--- src/rtl/seq_alu8.sv ---
// seq_alu8: multi-cycle ALU with ADD, SUB, Booth signed MUL and non-restoring unsigned DIV.
// Ports: clk, reset (async, active low), start, op_code[1:0], operand_A/B[W-1:0] in;
//        alu_result[2W-1:0], alu_done, div_by_zero (only with ALU_DIV0_DETECT_EN) out.
module seq_alu8 #(
  parameter int WIDTH = 8
) (
  input  logic               clk,
  input  logic               reset,
  input  logic               start,
  input  logic [1:0]         op_code,
  input  logic [WIDTH-1:0]   operand_A,
  input  logic [WIDTH-1:0]   operand_B,
  output logic [2*WIDTH-1:0] alu_result,
  output logic               alu_done
`ifdef ALU_DIV0_DETECT_EN
  ,
  output logic               div_by_zero
`endif
);

  localparam int CW = $clog2(WIDTH);

  typedef enum logic [2:0] {
    IDLE,
    ADDSUB,
    MUL_ITER,
    DIV_ITER,
    DIV_FIX,
    DONE
  } state_t;

  state_t state;
  state_t nxt;

  logic [1:0]       op;
  logic [WIDTH:0]   acc;
  logic [WIDTH-1:0] q;
  logic             qm1;
  logic [WIDTH-1:0] m;
  logic [WIDTH:0]   r;
  logic [CW-1:0]    cnt;
  logic             dz;
  logic             start_dz;
  logic             last;

  logic [WIDTH-1:0]   as_sum;
  logic [WIDTH:0]     m_ext;
  logic [WIDTH:0]     mul_sum;
  logic [WIDTH:0]     d_ext;
  logic [WIDTH:0]     div_sh;
  logic [WIDTH:0]     div_r;
  logic [2*WIDTH-1:0] res_sel;

`ifdef ALU_DIV0_DETECT_EN
  assign start_dz = (op_code == 2'b11) && (operand_B == '0);
`else
  assign start_dz = 1'b0;
`endif

  assign last = (cnt == CW'(WIDTH - 1));

  // Add/sub: B inverted with carry-in for subtract.
  assign as_sum = acc[WIDTH-1:0]
                + (m ^ {WIDTH{op[0]}})
                + {{(WIDTH-1){1'b0}}, op[0]};

  // Booth accumulator is one bit wider so that
  // subtracting the most negative M cannot overflow.
  assign m_ext = {m[WIDTH-1], m};

  always_comb begin
    mul_sum = acc;
    unique case ({q[0], qm1})
      2'b01:   mul_sum = acc + m_ext;
      2'b10:   mul_sum = acc - m_ext;
      default: mul_sum = acc;
    endcase
  end

  // Non-restoring step; the sign of the old R
  // picks subtract or add of the divisor.
  assign d_ext  = {1'b0, m};
  assign div_sh = {r[WIDTH-1:0], q[WIDTH-1]};
  assign div_r  = r[WIDTH] ? (div_sh + d_ext)
                           : (div_sh - d_ext);

  always_comb begin
    res_sel = '0;
    unique case (1'b1)
      (op == 2'b11) && dz:
        res_sel = '1;
      (op == 2'b11) && !dz:
        res_sel = {r[WIDTH-1:0], q};
      op == 2'b10:
        res_sel = {acc[WIDTH-1:0], q};
      !op[1]:
        res_sel = {{WIDTH{1'b0}}, q};
      default:
        res_sel = '0;
    endcase
  end

  always_ff @(posedge clk or negedge reset) begin
    if (!reset) begin
      state <= IDLE;
    end else begin
      state <= nxt;
    end
  end

  always_comb begin
    nxt = state;
    unique case (state)
      IDLE: begin
        if (start) begin
          unique case (op_code)
            2'b10:   nxt = MUL_ITER;
            2'b11:   nxt = start_dz ? ADDSUB : DIV_ITER;
            default: nxt = ADDSUB;
          endcase
        end
      end
      // Divide-by-zero shares this single-cycle
      // slot, so its latency equals add/sub.
      ADDSUB:   nxt = DONE;
      MUL_ITER: nxt = last ? DONE : MUL_ITER;
      DIV_ITER: nxt = last ? DIV_FIX : DIV_ITER;
      DIV_FIX:  nxt = DONE;
      DONE:     nxt = IDLE;
      default:  nxt = IDLE;
    endcase
  end

  always_ff @(posedge clk or negedge reset) begin
    if (!reset) begin
      op  <= '0;
      acc <= '0;
      q   <= '0;
      qm1 <= 1'b0;
      m   <= '0;
      r   <= '0;
      cnt <= '0;
      dz  <= 1'b0;
    end else begin
      unique case (state)
        IDLE: begin
          if (start) begin
            op  <= op_code;
            cnt <= '0;
            qm1 <= 1'b0;
            r   <= '0;
            dz  <= start_dz;
            if (op_code == 2'b10) begin
              acc <= '0;
              q   <= operand_B;
              m   <= operand_A;
            end else if (op_code == 2'b11) begin
              acc <= '0;
              q   <= operand_A;
              m   <= operand_B;
            end else begin
              acc <= {1'b0, operand_A};
              q   <= '0;
              m   <= operand_B;
            end
          end
        end
        ADDSUB: begin
          q   <= as_sum;
          acc <= '0;
        end
        MUL_ITER: begin
          acc <= {mul_sum[WIDTH], mul_sum[WIDTH:1]};
          q   <= {mul_sum[0], q[WIDTH-1:1]};
          qm1 <= q[0];
          cnt <= cnt + CW'(1);
        end
        DIV_ITER: begin
          r   <= div_r;
          q   <= {q[WIDTH-2:0], ~div_r[WIDTH]};
          cnt <= cnt + CW'(1);
        end
        DIV_FIX: begin
          if (r[WIDTH]) begin
            r <= r + d_ext;
          end
        end
        default: begin
        end
      endcase
    end
  end

  // Result and pulse change only on the
  // edge that closes the DONE cycle.
  always_ff @(posedge clk or negedge reset) begin
    if (!reset) begin
      alu_result <= '0;
      alu_done   <= 1'b0;
    end else begin
      alu_done <= 1'b0;
      if (state == DONE) begin
        alu_result <= res_sel;
        alu_done   <= 1'b1;
      end
    end
  end

`ifdef ALU_DIV0_DETECT_EN
  always_ff @(posedge clk or negedge reset) begin
    if (!reset) begin
      div_by_zero <= 1'b0;
    end else begin
      div_by_zero <= (state == DONE) && dz;
    end
  end
`endif

endmodule

--- config.mk ---
export PLATFORM = sky130hd
export DESIGN_NAME = seq_alu8
export DESIGN_NICKNAME = d
export VERILOG_FILES = /design/src/rtl/seq_alu8.sv
export SDC_FILE = /design/constraint.sdc
export NUM_CORES = 1
export LEC_CHECK = 0
export ABC_AREA = 1
export CORE_MARGIN = 8
export CORE_UTILIZATION = 50
export CTS_CLUSTER_DIAMETER = 100
export CTS_CLUSTER_SIZE = 25
export DETAILED_ROUTE_END_ITERATION = 12
export PLACE_DENSITY = 0.7
export SKIP_CTS_REPAIR_TIMING = 1
export SLEW_MARGIN = 25
export SYNTH_ARGS = -nofsm -noshare
export SYNTH_HDL_FRONTEND = slang
export SYNTH_SLANG_ARGS = --single-unit
--- constraint.sdc ---
create_clock -name clk -period 3.1 [get_ports clk]
set_input_delay 0.465 -clock clk [delete_from_list [all_inputs] [get_ports clk]]
set_output_delay 0.465 -clock clk [all_outputs]
set_load 0.005 [all_outputs]
==> impl_metrics.yaml <==
sta:
  drv_slew: 0
  max_freq_mhz: 358.7
  setup_viol: 0
  tightest_slew_ns: 0.5895
  whs_ns: 0.1062
  fin_skew_ns: 0.006429
  hold_viol_final: 0
  slew_headroom_pct: 60.56
  post-route-period-util_pct: 89.93
  post-route-min-period_ns: 2.788
  finalWorstSetupSlack_ns: 0.3121
floorplanning:
  num_rows: 35
  dieArea_sq_mm: 0.01254
  coreArea_sq_mm: 0.009109
  die_y_um: 112.0
  start_util_pct: 50.56
  die_width_um: 112.0
  io_pins: 38
critical_path:
  critical_path_buf_inv_count: 1
  path_delay_family: "simple AND/OR/NAND/NOR gates"
  cp_max_fo: 7
  worstPathRequired_ns: 3.33
  cp.arrival_ns: 3.02
  endpoint_kind: "flop"
  cp_slowest_cell: "dfrtp_1"
  crit_type: "reg2reg"
  crit_top_cell: "nand2_1"
  cp_cell_sequence: "nor3_2 > nand3_1 > nor3_1 > xor2_1 > o21ai_0 > ha_1 > nand2_1 > inv_1 > nand2_1 > nand2_1 > a21oi_1 > nand3_1 > nand3_1 > nand2_1 > nand3_1 > nand2_1 > nand2_1 > nand2_1"
  critPathLaunchType: "flop"
  max_stage_delay_ns: 0.49
drt:
  drtIter0Drc: 374
  ant_nets: 0
  via_count: 4494
  via_per_inst: 5.681
  drc: 0
  route.final.wire_length_mm: 13.88
  drt_pre_antenna_iters: 6
  wire_per_inst_um: 17.55
pwr:
  power_uw: 6720
  cellPowerDensity_mw_per_mm2: 1264
  power.leakage_uw: 0.002612
  vdd_ir_drop_max_v: 0.0006421
logic_synthesis:
  synth_top_area_cell: "dfrtp_1"
  syn_inst: 635
  yosys_warnings: 0
  ys_types: 41
  syn_area_per_cell_sq_um: 7.253
  syn_nets: 695
  synth_top_family_by_area: "simple AND/OR/NAND/NOR gates"
  ys.flop_type: "dfrtp_1"
  synth.top_cells.by_area: "dfrtp_1, nand2_1, ha_1"
  synth_edf_count: 0
  synth-async-reset-ratio_pct: 100.0
  synth_xor_area_share_pct: 3.613
  synth.area.mux_share_pct: 0
  yosysSeqAreaShare_pct: 32.60
  synth_compound_area_share_pct: 20.21
  netlist_area_sq_mm: 0.004606
  synth-adder-area-share_pct: 11.25
  synth_top_area_share_pct: 32.60
  yosys.area_share.simple_pct: 23.55
  ys_ff_latch: 60
min_path:
  hp-class: "in2async"
place:
  pre_cts_slack_ns: 0.2642
  routabilityCongestion: 0.9369
  port_buffers: 37
  post-dp-hpwl_mm: 10.85
finish:
  mostFrequentLayoutCell: "nand2_1"
  drive_gt1_share_pct: 7.647
  area_growth_pct: 15.40
  nNetsFinal: 735
  fill_cells: 861
  diodes: 0
  final_cell_mix: "nand2_1, inv_1, dfrtp_1"
clock_tree:
  clk_path_buf_depth: 2
  cts_root_buf: "clkbuf_8"
  htree_levels: 3
  cts_sinks: 60
  insertion_delay_ns: 0.34
  cts_tree: "done"
  numCtsBuffers: 9
  clkSlewWorstSetupHoldPaths_ns: 0.07
global_routing:
  grt_first_pass_wirelength_mm: 22.74
  grt_usage_pct: 22.73
  antenna_found_initial: 0
  grt_pass1_vias: 4403
  grt_max_degree: 44
  overflow: 0
run_status:
  outcome: "finished clean"
flow_run:
  drv_cap: 0
## metal layers
layer	routed length, um	global-route usage (%)
met1	6240	29.97
met3	958	4.383
met4	252	5.935
met2	6430	37.28
met5	0	0
## path summary, 6_finish.rpt
kind,startpoint,to,slack (ns),cells after the start
setup / recovery,m[2],acc[7],0.31,18
min in group clk,alu_result[7],alu_result[7],0.48,2
max in group asynchronous,reset,m[0],2.32,2
hold reg to reg,alu_result[7],alu_result[7],0.48,2
hold / removal,reset,r[6],0.11,1
setup reg to reg,m[2],acc[7],0.31,18
## Yosys cell counts, types with 8 or more instances
library cell and instances:
nand2_1 158, inv_1 77, dfrtp_1 60, o21ai_0 57, a21oi_1 45, nand3_1 38
ha_1 35, nor2_1 34, xor2_1 15, clkbuf_1 13, o211ai_1 9, o22ai_1 8
## cell families (layout without fill, tap and decap cells)
family / Yosys count / in the layout
AOI/OAI and AO/OA: 158 / 158
xor gates and xnor gates: 19 / 19
adders and majority gates: 39 / 39
buffers and inverters: 102 / 147
DFF: 60 / 60
and+or+nand+nor: 257 / 257
## where the power goes
part	total [uW]	internal (uW)	switching, uW
Combinational	4390	1740	2650
Sequential	1600	1120	481
Clock	731	375	355
## worst reg2reg max path, stage by stage, from the launching register on
cell	delay [ns]
dfrtp_1	0.49
nor3_2	0.29
nand3_1	0.15
nor3_1	0.20
xor2_1	0.21
o21ai_0	0.11
ha_1	0.33
nand2_1	0.09
inv_1	0.04
nand2_1	0.06
nand2_1	0.05
a21oi_1	0.16
nand3_1	0.12
nand3_1	0.10
nand2_1	0.05
nand3_1	0.08
nand2_1	0.05
nand2_1	0.05
nand2_1	0.05
## metrics by stage
stage	instance area, sq um	std cells	utilization [%]	setup TNS, ns
final	5315	791	58.35	0
after global routing	5315	791	58.35	-0.02502
after CTS	5288	790	58.05	0
after detailed placement	5089	774	55.87	0
after global placement	5089	774	55.87	0
after floorplan	4606	635	-	0
## area by class of cell
type	instances	area, sq um	share of cell area (%)
Timing Repair Buffer	47	442.9	8.333
Clock buffer	9	123.9	2.331
Clock inverter	7	75.07	1.412
Multi-Input combinational cell	473	2715	51.08
Tap cell	111	138.9	2.613
Sequential cell	60	1504	28.30
Inverter	84	315.3	5.932
## state kept, by name, summed over array words and instances (netlist names)
| signal | flops |
|---|---|
| alu_result | 16 |
| alu_done | 1 |
| q | 8 |
| cnt | 3 |
| op | 2 |
| m | 8 |
| acc | 9 |
| qm1 | 1 |
| state | 3 |
| r | 9 |
Power figures use the tool's default switching activity.
